## config.mk

```make
export PLATFORM = sky130hd
export DESIGN_NAME = life_sequencer
export DESIGN_NICKNAME = d
export VERILOG_FILES = /design/src/rtl/life_sequencer.sv
export SDC_FILE = /design/constraint.sdc
export NUM_CORES = 1
export LEC_CHECK = 0
export ABC_CLOCK_PERIOD_IN_PS = 2400
export BUFFER_PORTS_ARGS = -buffer_cell sky130_fd_sc_hd__buf_4
export CORE_MARGIN = 1
export CORE_UTILIZATION = 48
export CTS_CLUSTER_SIZE = 25
export DETAILED_ROUTE_END_ITERATION = 10
export HOLD_SLACK_MARGIN = 0.02
export PLACE_DENSITY_LB_ADDON = 0.2
export REMOVE_ABC_BUFFERS = 1
export SYNTH_ARGS = -nofsm -noshare
export SYNTH_HDL_FRONTEND = slang
export SYNTH_SLANG_ARGS = --single-unit
```

## constraint.sdc

```tcl
create_clock -name clk -period 2.4 [get_ports clk]
set_clock_uncertainty 0.2 [all_clocks]
set_input_delay 0.12 -clock clk [delete_from_list [all_inputs] [get_ports clk]]
set_output_delay 0.12 -clock clk [all_outputs]
set_load 0.02 [all_outputs]
```

## src/rtl/life_sequencer.sv

```systemverilog
// rtl/life_sequencer.sv - seed/step/halt sequencer for the 8x8 Game-of-Life grid datapath
module life_sequencer #(
  parameter int unsigned STEP_DIV  = 1,
  parameter int unsigned GEN_W     = 16,
  parameter int unsigned MAX_GEN   = 0,
  parameter logic [63:0] LFSR_SEED = 64'hACE1_2468_1357_BDF9
) (
  input  logic             clk,
  input  logic             reset,
  input  logic             start,
  input  logic             randomize,
  input  logic [63:0]      grid_cur,
  input  logic [63:0]      grid_next,
  output logic [63:0]      seed,
  output logic             seed_en,
  output logic             step_en,
  output logic [GEN_W-1:0] gen_count,
  output logic             running,
  output logic             stable,
  output logic             extinct
);

  localparam int unsigned DIV_W = (STEP_DIV > 1) ? $clog2(STEP_DIV) : 1;
  // Galois right shift: taps 64,63,61,60 land on bits 63,62,60,59
  localparam logic [63:0] LFSR_TAPS = 64'hD800_0000_0000_0000;

  typedef enum logic [1:0] {
    IDLE = 2'd0,
    SEED = 2'd1,
    RUN  = 2'd2,
    DONE = 2'd3
  } state_t;

  state_t           state_q, state_d;
  logic [63:0]      lfsr_d, lfsr_nxt;
  logic [GEN_W-1:0] gen_d, gen_inc;
  logic [DIV_W-1:0] div_q, div_d;
  logic             stable_d, extinct_d;
  logic             seed_en_d, step_en_d, running_d;
  logic             halt;

  assign lfsr_nxt = {1'b0, seed[63:1]} ^ (seed[0] ? LFSR_TAPS : 64'd0);
  assign gen_inc  = (&gen_count) ? gen_count : gen_count + GEN_W'(1);

  always_comb begin
    state_d   = state_q;
    lfsr_d    = seed;
    gen_d     = gen_count;
    div_d     = div_q;
    stable_d  = stable;
    extinct_d = extinct;
    halt      = 1'b0;

    case (state_q)
      IDLE: begin
        if (randomize)  state_d = SEED;
        else if (start) state_d = RUN;
      end
      SEED: begin
        lfsr_d = lfsr_nxt;
        if (!randomize) state_d = start ? RUN : IDLE;
      end
      RUN: begin
        div_d = step_en ? '0 : div_q + DIV_W'(1);
        // A step already in flight on this edge is always accounted for,
        // even when start or randomize also moves the state away.
        if (step_en) begin
          gen_d = gen_inc;
          if (grid_next == 64'd0) begin
            extinct_d = 1'b1;
            halt      = 1'b1;
          end else if (grid_next == grid_cur) begin
            stable_d = 1'b1;
            halt     = 1'b1;
          end else if ((MAX_GEN != 0) && (gen_inc == GEN_W'(MAX_GEN))) begin
            halt = 1'b1;
          end
        end
        if (randomize)   state_d = SEED;
        else if (!start) state_d = IDLE;
        else if (halt)   state_d = DONE;
      end
      DONE: begin
        if (randomize)   state_d = SEED;
        else if (!start) state_d = IDLE;
      end
      default: state_d = IDLE;
    endcase

    if ((state_d == SEED) && (state_q != SEED)) begin
      gen_d     = '0;
      stable_d  = 1'b0;
      extinct_d = 1'b0;
    end
    if ((state_d == RUN) && (state_q != RUN)) begin
      div_d     = '0;
      stable_d  = 1'b0;
      extinct_d = 1'b0;
    end

    seed_en_d = (state_d == SEED);
    running_d = (state_d == RUN);
    step_en_d = (state_d == RUN) && (div_d == DIV_W'(STEP_DIV - 1));
  end

  always_ff @(posedge clk or negedge reset) begin
    if (!reset) begin
      state_q   <= IDLE;
      seed      <= LFSR_SEED;
      gen_count <= '0;
      div_q     <= '0;
      stable    <= 1'b0;
      extinct   <= 1'b0;
      seed_en   <= 1'b0;
      step_en   <= 1'b0;
      running   <= 1'b0;
    end else begin
      state_q   <= state_d;
      seed      <= lfsr_d;
      gen_count <= gen_d;
      div_q     <= div_d;
      stable    <= stable_d;
      extinct   <= extinct_d;
      seed_en   <= seed_en_d;
      step_en   <= step_en_d;
      running   <= running_d;
    end
  end

endmodule

```

Yosys cells after proc, flatten, opt, wreduce, memory -nomap -nowiden
Index checks and enable logic that the tools add are counted.
Widths: inputs -> output; s select.

storage, ports and cells
  register bits after elaboration = 88
  input port bits = 132
  output and inout bits = 85
  logic and storage cells = 71

operators by class
  $add $sub $neg = 2
  eq/ne operators = 10
  multiplexer cells = 33
  bitwise logic cells = 2
  reductions and logical operators = 15

operator list
  cell                   number
  $eq 64x64->1           1
  $logic_not 64->1       1
  $mux 16                4
  $mux 64                1
  $xor 63x64->64         1
  $mux 1                 18
  $mux 2                 9
  $add 16x1->16 const B  1
  $reduce_and 16->1      1
  $reduce_bool 3->1      4
  $pmux 2 s4             1
  $eq 2x2->1 const B     3
  $reduce_and 3->1       2
  $eq 2x1->1 const B     2
  $ne 2x1->1 const B     2
  $reduce_and 4->1       1
  $reduce_bool 2->1      2
  $logic_and 1x1->1      3
  $ne 3x1->1 const B     1
  $logic_not 2->1        1
  $ne 2x2->1 const B     1
  $add 1x1->1 const B    1
  $not 1->1              1

Depth between registers and ports, before layout
Gate-level depths: netlist of run 1.

  word-level depth = 14
  gate-level depth with buffers = 8
  mapped depth without buffers = 6

Worst setup path after synthesis of run 1
No wires, ideal clock.

  path kind = reg-to-reg
  start point = reg gen_count[0]
  end point = reg gen_count[6]
  setup time = 77 ps
  data arrival time = 1702 ps
  data required time = 2123 ps
  slack = 420 ps
  stages on the path, launching flop included = 6
  buffers on the path = 0
  clock period less this slack = 1980 ps
  cells stage by stage = dfrtp_1 > ha_1 > nand3_1 > or3_4 > or3_1 > a21oi_1

on the way
  word-level cells in the longest chain between the ends = 5
  elaborated cells on any way between the ends = 8
  classes of those cells = add/sub: 1; eq/ne: 1; mux: 4; reduce/logical: 2

ends and longest elaborated chain
  what                    RTL line  text
  start, declared         17        output logic [GEN_W-1:0] gen_count,
  start signal, assigned  120       gen_count <= gen_d;
  $add 16x1->16           43        assign gen_inc = (&gen_count) ? gen_count : gen_count + GEN_W'(1);
  $mux 16                 43
  $mux 16                 67        if (step_en) begin
  $mux 16                 54        case (state_q)
  $mux 16                 90        if ((state_d == SEED) && (state_q != SEED)) begin

Several ways; a longest one is shown, not always the timed one. The select of a mux whose other input is x is not followed.
A chain may end at the register's enable or synchronous reset.

Worst setup path in the final report of run 1
  start point = in grid_next[14]
  end point = reg state_q[0]

on the way
  word-level cells in the longest chain between the ends = 9
  elaborated cells on any way between the ends = 10
  classes of those cells = eq/ne: 1; mux: 8; reduce/logical: 1

ends and longest elaborated chain
  what                  RTL line  text
  start, declared       13        input logic [63:0] grid_next,
  $eq 64x64->1          72        end else if (grid_next == grid_cur) begin
  $mux 1                72
  $mux 1 *              69        if (grid_next == 64'd0) begin
  $mux 1 *              67
  $mux 1 *              54
  $mux 2 *              81        else if (halt) state_d = DONE;
  $mux 2 *              80        else if (!start) state_d = IDLE;
  $mux 2 *              79        if (randomize) state_d = SEED;
  $pmux 2 s4 *          54
  named net state_d[0]  34        state_t state_q, state_d;
  end signal, assigned  118       state_q <= state_d;
  end, declared         34

Mark *: on every way through the listed nets, which the timed path passes. The rest lies on a longest branch. The select of a mux whose other input is x is not followed.

==> results of run 1 <==
registers in the layout, indices dropped and copies added, names as in the netlist:
| name | flops |
|---|---|
| seed | 64 |
| gen_count | 16 |
| state_q | 2 |
| div_q | 1 |
| extinct | 1 |
| running | 1 |
| seed_en | 1 |
| stable | 1 |
| step_en | 1 |
critical path: cells and delay by family:
kind / cells / cell delay [ps]
compound gates: 2 / 240
buf+inv: 2 / 680
simple gates: 3 / 1080
power breakdown:
| part | leakage (nW) | switching (mW) | total (mW) | internal (mW) |
|---|---|---|---|---|
| registers | 1.10 | 0.0119 | 1.51 | 1.49 |
| clock network | 0.0996 | 0.564 | 1.07 | 0.501 |
| logic | 1.87 | 0.206 | 0.473 | 0.267 |
| total | 3.07 | 0.782 | 3.04 | 2.26 |
per-stage QoR:
| step | cells | setup WS [ps] | util (%) | total power, mW | cell area, um^2 |
|---|---|---|---|---|---|
| final | 738 | 348 | 64.2 | 3.04 | 6600 |
| after global routing | 738 | 271 | 64.2 | 3.19 | 6600 |
| after CTS | 738 | 341 | 64.2 | 3.09 | 6600 |
| after detailed placement | 718 | 406 | 61.8 | 2.00 | 6350 |
| after global placement | 718 | 349 | 61.8 | 1.99 | 6350 |
| after floorplan | 364 | -779 | - | 1.72 | 4510 |
worst min path at each step:
stage	startpoint	to	slack, ps
after floorplan	reset	div_q$_DFF_PN0_	-380
after global placement	reset	seed[9]$_DFFE_PN0P_	-90
after detailed placement	reset	seed[9]$_DFFE_PN0P_	-80
after CTS	grid_next[59]	extinct$_DFFE_PN0P_	70
after global routing	grid_next[59]	extinct$_DFFE_PN0P_	90
final	grid_next[59]	extinct$_DFFE_PN0P_	80
synthesized netlist by cell type (2+ instances only):
cell type | n | area (um^2)
a211oi_2 | 4 | 50.1
nand3_1 | 7 | 35.0
dfstp_2 | 33 | 867
buf_4 | 62 | 465
nor4_2 | 2 | 25.0
inv_1 | 4 | 15.0
mux2i_1 | 2 | 20.0
nand4_1 | 22 | 138
a31o_2 | 2 | 17.5
dfrtp_1 | 55 | 1380
and3_2 | 2 | 15.0
nor2_1 | 16 | 60.1
and4_1 | 2 | 17.5
mux2_2 | 61 | 687
buf_2 | 8 | 40.0
clkbuf_1 | 2 | 7.51
nand2b_1 | 4 | 25.0
nor4_1 | 21 | 131
nand2_1 | 13 | 48.8
o21ai_0 | 9 | 45.0
a21oi_1 | 5 | 25.0
o41ai_1 | 2 | 17.5
xnor2_1 | 77 | 674
nor3_2 | 2 | 20.0
layout make-up:
| cell class | count | share of cell area, % |
|---|---|---|
| sequential | 88 | 34.0 |
| clock buffer | 9 | 1.88 |
| inverter | 4 | 0.228 |
| timing repair buffer | 222 | 25.8 |
| clock inverter | 7 | 1.33 |
| tap | 136 | 2.58 |
| multi-input combinational | 272 | 34.2 |
routing by layer:
layer	part of all wire [%]	vias to the layer above	global-route usage, %
met3	5.7	19	4.74
met5	0	-	0
li1	-	1801	-
met4	2.2	0	7.75
met1	42	1819	29.3
met2	50	138	38.7
cells by family after synthesis:
logic type	Yosys count
AOI/OAI and AO/OA	26
xor gates and xnor gates	77
adders and majority gates	1
buffers and inverters	78
DFF	88
muxes	63
and+or+nand+nor	105
repair_timing:
action / 4_1_cts / 5_1_grt
resized for setup: 0 / 0
endpoints found under the hold margin: 82 / 0
hold buffers: 4 / 0
==> flow_summary.json, run 1 <==
{
  "cp-endpoint": "state_q[0]$_DFF_PN0_",
  "startpoint": "grid_next[14]",
  "slowest_delay_ps": 560,
  "drc": 0,
  "ant_nets": 0,
  "drv_slew": 0,
  "run_status": "finished, final reports clean",
  "max_freq_ghz": 0.487,
  "max_slew_margin_pct": 65.7,
  "yosysSeqAreaShare_pct": 44.4,
  "path_cells": "buf_4, nor4_1, nand4_1, nor4_4, a41oi_1, o21ai_0, dlygate4sd3_1",
  "rr_worst_depth": 5,
  "clk_pin_slew_ps": 90,
  "hold_viol_final": 0,
  "nets": 730,
  "power_density_nw_per_um2": 461,
  "grt_pass1_vias": 3828,
  "ys_types": 45,
  "synth-compound-area-share_pct": 3.71,
  "rsz0062_at_grt": "no",
  "clockBufferDepth": 2,
  "syn_inst": 438,
  "multi_input_area_um2": 2260,
  "synth_area_um2": 5050,
  "die_h_um": 105,
  "arrival_ps": 2130,
  "num_antenna_cells": 0,
  "cp-end-kind": "flop",
  "grt_max_degree": 68,
  "crit_path_max_fanout": 5,
  "hold_class": "input port to flop",
  "synth_enable_flop_cells": 0,
  "worstPathRequired_ps": 2480,
  "pin_count": 217,
  "cts_buffers": 9,
  "cts_tree": "yes",
  "start_util_pct": 49.2,
  "post_cts_buffers": 0,
  "cap_violations": 0,
  "synth-xor-area-share_pct": 13.3,
  "ys_ff_latch": 88,
  "synthAdderAreaFrac_pct": 0.248,
  "final_common_cell": "buf_4",
  "fp-row-count": 37,
  "fin_tns_setup_ps": 0,
  "p_leak_nw": 3.07,
  "dr.pass1.iters": 5,
  "clock-sinks": 88,
  "tightest_slew_ps": 510,
  "grt_first_pass_wirelength_mm": 19.7,
  "wl_mm": 12.2,
  "wl_per_cell_um": 16.5,
  "gp_congestion": 0.960,
  "synthToLayoutAreaGrowth_pct": 30.6,
  "htreeDepth": 3,
  "clock_latency_ps": 350,
  "antenna_found_initial": 0,
  "seqCellArea_um2": 2240,
  "die_x_um": 105,
  "critical_path_class": "input port to flop",
  "synthFlopType": "dfrtp_1",
  "gr-total-overflow": 0,
  "crit_path_start_kind": "input port",
  "drive_gt1_share_pct": 58.3,
  "timing.rr.start": "gen_count[0]$_DFFE_PN0P_",
  "yosys.area_share.simple_pct": 13.3,
  "hold_depth": 6,
  "yosys_warnings": 0,
  "crit_slowest_cell": "dlygate4sd3_1",
  "timing.rr.end": "gen_count[6]$_DFFE_PN0P_",
  "post-dp-hpwl_mm": 9.71,
  "nFillCells": 847,
  "io_buffers": 216,
  "layout_common_cells": "buf_4 (216), xnor2_1 (77), mux2_2 (61)",
  "viasPerCell": 5.12,
  "async_reset_ff_share_pct": 100,
  "drtIter0Drc": 153,
  "hold_ws_ps": 76.0,
  "min_period_ps": 2050,
  "grt_usage_pct": 22.9,
  "r2r_slack_ps": 400,
  "setup_viol": 0,
  "root_buffer": "clkbuf_8",
  "core_um2": 10300,
  "ir_drop_v": 0.000315,
  "period_share_pct": 85.5,
  "via_count": 3777,
  "syn_area_per_cell_um2": 11.5,
  "die_area_um2": 10900,
  "synth_top_family_by_area": "multiplexers",
  "synth.area.mux_share_pct": 14.0
}
(Power assumes the default switching activity.)
==> run 2, diff against run 1 <==
Settings changed: PLACE_DENSITY set to 0.82, PLACE_DENSITY_LB_ADDON 0.2 to unset.
==> run 2 against run 1 <==
Against the previous run: critical path depth shrank 2; sequential power hardly changed; count of clock-buffer cells in the layout is 1 higher; worst setup slack improved by 26 ps; non-clock buffer count up 3; die area did not move; cell count rose by 0.41%; worst hold slack got worse by 41 ps; global-route usage rose by 1.0 points; power decreased by 0.69%; sequential cell count did not move; wire length is 5.6% higher; largest power group unchanged.
==> flow_summary.json, run 2 (synthesis gave the netlist of run 1 again) <==
{
  "run_status": "finished, final reports clean",
  "largest_register": "seed",
  "ir_drop_v": 0.000315,
  "grt_pass1_vias": 4091,
  "arrival_ps": 2100,
  "hold_viol_final": 0,
  "clock_latency_ps": 350,
  "fin_ws_ps": 374,
  "pin_count": 217,
  "grt_first_pass_wirelength_mm": 20.0,
  "setup_viol": 0,
  "hold_ws_ps": 35.0,
  "grt_usage_pct": 24.0,
  "drv_slew": 0,
  "crit_path_max_fanout": 6,
  "cp-end-kind": "flop",
  "post-dp-hpwl_mm": 10.7,
  "die_h_um": 105,
  "cap_violations": 0,
  "viasPerCell": 5.20,
  "antenna_found_initial": 0,
  "drive_gt1_share_pct": 58.5,
  "max_slew_margin_pct": 62.9,
  "die_x_um": 105,
  "nets": 733,
  "min_period_ps": 2030,
  "worstPathRequired_ps": 2470,
  "cts_tree": "yes",
  "fp-row-count": 37,
  "period_share_pct": 84.4,
  "largest_reg_flops": 64,
  "crit_path_start_kind": "flop",
  "p_total_mw": 3.02,
  "clock-sinks": 88,
  "gr-total-overflow": 0,
  "start_util_pct": 49.2,
  "p_leak_nw": 3.08,
  "io_buffers": 216,
  "core_um2": 10300,
  "fin_tns_setup_ps": 0,
  "die_area_um2": 10900,
  "place_ws_ps": 262,
  "gp_congestion": 0.976,
  "drtIter0Drc": 207,
  "clockBufferDepth": 2,
  "tightest_slew_ps": 557,
  "rsz0062_at_grt": "no",
  "root_buffer": "clkbuf_8",
  "post_cts_buffers": 0,
  "cts_buffers": 9,
  "wl_mm": 12.9,
  "wl_per_cell_um": 17.4,
  "grt_max_degree": 48,
  "final_util_pct": 64.2,
  "clk_pin_slew_ps": 90,
  "critical_path_class": "flop to flop",
  "nFillCells": 809,
  "power_density_nw_per_um2": 458,
  "ant_nets": 0,
  "hold_class": "input port to flop",
  "final_common_cell": "buf_4",
  "drc": 0,
  "max_freq_ghz": 0.494,
  "via_count": 3856,
  "htreeDepth": 3,
  "num_antenna_cells": 0,
  "synthToLayoutAreaGrowth_pct": 30.6,
  "layout_common_cells": "buf_4 (221), xnor2_1 (77), mux2_2 (61)",
  "reg.largest.list": "seed: 64 flops, gen_count: 16 flops, state_q: 2 flops",
  "dr.pass1.iters": 4
}
## run 2: changes by cell type in the layout (fill, tap and decap cells not counted), sizes merged
| cell | change |
|---|---|
| clkinvlp | -1 |
| buf | +4 |
| clkbuf | +1 |
| dlygate4sd3 | -1 |
## run 2: what timing repair did
action                    4_1_cts  5_1_grt
gates resized for setup         0        0
hold endpoints to repair       56        0
hold buffers                    3        0
## run 2: worst max-delay path, cell delays in order, from the launching register on
cell and delay, ps:
dfrtp_1 430, ha_1 240, nand3_1 150, or3_4 450, or3_1 340, a21oi_1 170
## run 2: layer usage
metal	wire length, um	GRT usage, %	part of all wire, %
met3	840	6.80	6.5
met1	4600	24.7	36
met2	6910	44.1	54
met5	0	0	0
met4	541	12.0	4.2
## run 2: area by class of cell
| type | instances | area, um^2 | share of cell area [%] |
|---|---|---|---|
| inverter | 4 | 15.0 | 0.228 |
| timing repair buffer | 225 | 1710 | 25.9 |
| clock inverter | 6 | 75.1 | 1.14 |
| tap | 136 | 170 | 2.58 |
| sequential | 88 | 2240 | 34.0 |
| clock buffer | 10 | 128 | 1.93 |
| multi-input combinational | 272 | 2260 | 34.2 |
## run 2: path summary, 6_finish.rpt
| kind | cells past startpoint | endpoint | startpoint | slack, ps |
|---|---|---|---|---|
| worst max-delay path | 5 | gen_count[6]$_DFFE_PN0P_ | gen_count[0]$_DFFE_PN0P_ | 370 |
| worst min-delay path | 6 | state_q[0]$_DFF_PN0_ | grid_cur[57] | 30 |
| worst max register to register | 5 | gen_count[6]$_DFFE_PN0P_ | gen_count[0]$_DFFE_PN0P_ | 370 |
| worst min register to register | 2 | seed[59]$_DFFE_PN1P_ | seed[59]$_DFFE_PN1P_ | 310 |
| max in group asynchronous | 3 | seed[28]$_DFFE_PN1P_ | reset | 1170 |
| min in group asynchronous | 2 | gen_count[11]$_DFFE_PN0P_ | reset | 100 |
## run 2: power breakdown
group	internal, mW	switching [mW]
Sequential	1.49	0.0127
Clock	0.498	0.539
Combinational	0.268	0.212
## run 2: stage by stage
stage / instance area, um^2 / instances
after floorplan: 4510 / 364
after global placement: 6360 / 722
after detailed placement: 6360 / 722
after CTS: 6600 / 741
after global routing: 6600 / 741
final: 6600 / 741
==> run 3, diff against run 2 <==
Settings changed: ABC_CLOCK_PERIOD_IN_PS 2400 to 1950.
Clock period 2.4 ns to 1.95 ns, I/O delays scaled along.
==> run 3 against run 2 <==
Against the previous run: critical path depth up 3; register-to-register slack worse by 260 ps; critical endpoint is now stable$_DFFE_PN0P_; sequential cell count unchanged; sequential share of layout area down 1.7 points; highest routed layer unchanged.
==> flow_summary.json, run 3 (synthesis gave the netlist of run 1 again) <==
{
  "run_status": "finished, final reports clean",
  "gr-total-overflow": 0,
  "fin_tns_setup_ps": 0,
  "root_buffer": "clkbuf_8",
  "drtIter0Drc": 134,
  "crit_path_start_kind": "input port",
  "arrival_ps": 1940,
  "setup_viol": 0,
  "p_leak_nw": 3.25,
  "via_count": 4009,
  "drv_slew": 0,
  "crit_path_max_fanout": 5,
  "core_um2": 10300,
  "io_buffers": 216,
  "clock-sinks": 88,
  "dr.pass1.iters": 4,
  "p_total_mw": 3.81,
  "num_antenna_cells": 0,
  "critical_path_class": "input port to flop",
  "ant_nets": 0,
  "wl_met3_um": 874,
  "cts_tree": "yes",
  "layout_common_cells": "buf_4 (238), xnor2_1 (77), mux2_2 (61)",
  "drc": 0,
  "gp_congestion": 0.978,
  "period_share_pct": 97.3,
  "post-dp-hpwl_mm": 11.0,
  "grt_usage_pct": 25.3,
  "grt_max_degree": 40,
  "worstPathRequired_ps": 1990,
  "cp-end-kind": "flop",
  "fp-row-count": 37,
  "ir_drop_v": 0.000323,
  "grt_first_pass_wirelength_mm": 21.3,
  "cap_violations": 0,
  "min_period_ps": 1900,
  "die_h_um": 105,
  "die_x_um": 105,
  "hold_ws_ps": 18.7,
  "fin_cells": 775,
  "nets": 767,
  "htreeDepth": 3,
  "drive_gt1_share_pct": 59.5,
  "antenna_found_initial": 0,
  "final_common_cell": "buf_4",
  "cts_buffers": 9,
  "highest_layer": "met4",
  "start_util_pct": 49.2,
  "rsz0062_at_grt": "no",
  "synthToLayoutAreaGrowth_pct": 37.7,
  "hold_viol_final": 0,
  "wl_mm": 13.5,
  "power_density_nw_per_um2": 547,
  "wl_met1_mm": 4.70,
  "tightest_slew_ps": 574,
  "clk_pin_slew_ps": 90,
  "clockBufferDepth": 2,
  "clock_latency_ps": 360,
  "max_freq_ghz": 0.527,
  "post-place-cells": 739,
  "wl_per_cell_um": 17.4,
  "largest_reg_flops": 64,
  "hold_class": "input port to flop",
  "dr_wl_met2_mm": 7.31,
  "reg.largest.list": "seed: 64 flops, gen_count: 16 flops, state_q: 2 flops",
  "die_area_um2": 10900,
  "max_slew_margin_pct": 61.4,
  "pin_count": 217,
  "viasPerCell": 5.17,
  "grt_pass1_vias": 4326,
  "final_util_pct": 67.7,
  "largest_register": "seed"
}
-- run 3: cell count changes in the layout (fill, tap and decap cells not counted), sizes merged --
cell         change
clkinv           +1
buf             +18
dlygate4sd3     +16
inv              -1
-- run 3: path summary, 6_finish.rpt --
kind	from	slack, ps	endpoint	cells after the start
max	grid_next[10]	50	stable$_DFFE_PN0P_	8
min	grid_next[9]	20	state_q[0]$_DFF_PN0_	6
max reg2reg	step_en$_DFF_PN0_	110	gen_count[6]$_DFFE_PN0P_	4
min reg2reg	seed[59]$_DFFE_PN1P_	300	seed[59]$_DFFE_PN1P_	2
max in group asynchronous	reset	860	seed[55]$_DFFE_PN1P_	3
min in group asynchronous	reset	40	seed[9]$_DFFE_PN0P_	2
-- run 3: through the flow --
stage	setup WS [ps]	area [um^2]
after floorplan	-1230	4510
after global placement	-61.3	6500
after detailed placement	-153	6500
after CTS	70.8	6910
after global routing	6.65	6960
final	51.8	6960
-- run 3: worst max-delay path, stage by stage --
cell and delay, ps:
dlygate4sd3_1 540, buf_4 150, nor4_2 260, nand4_1 190, nor4_4 280, buf_4 180, nor4_2 50, a22o_1 190
-- run 3: where the power goes --
group	switching [mW]	total [mW]	internal [mW]	leakage [nW]
clock network	0.657	1.30	0.645	0.105
logic	0.284	0.654	0.370	2.05
registers	0.0118	1.85	1.84	1.10
-- run 3: per-layer routing --
layer  global-route usage [%]  up-vias
met2                     47.2      163
met1                     25.3     1926
met5                        0        -
met3                     6.61       36
li1                         -     1884
met4                     14.1        0
-- run 3: layout make-up --
type / instances / area (um^2)
clock buffers: 10 / 138
clock inverters: 6 / 75.1
fillers: 801 / 3320
inverters: 4 / 15.0
multi-input cells: 272 / 2300
flip-flops and latches: 88 / 2240
well taps: 136 / 170
repair buffers: 259 / 2020
-- run 3: timing repair --
| action | CTS | global route |
|---|---|---|
| endpoints found under the hold margin | 95 | 0 |
| setup endpoints to repair | 0 | 7 |
| gates resized for setup | 0 | 9 |
| setup buffers | 0 | 1 |
| hold buffers | 19 | 0 |
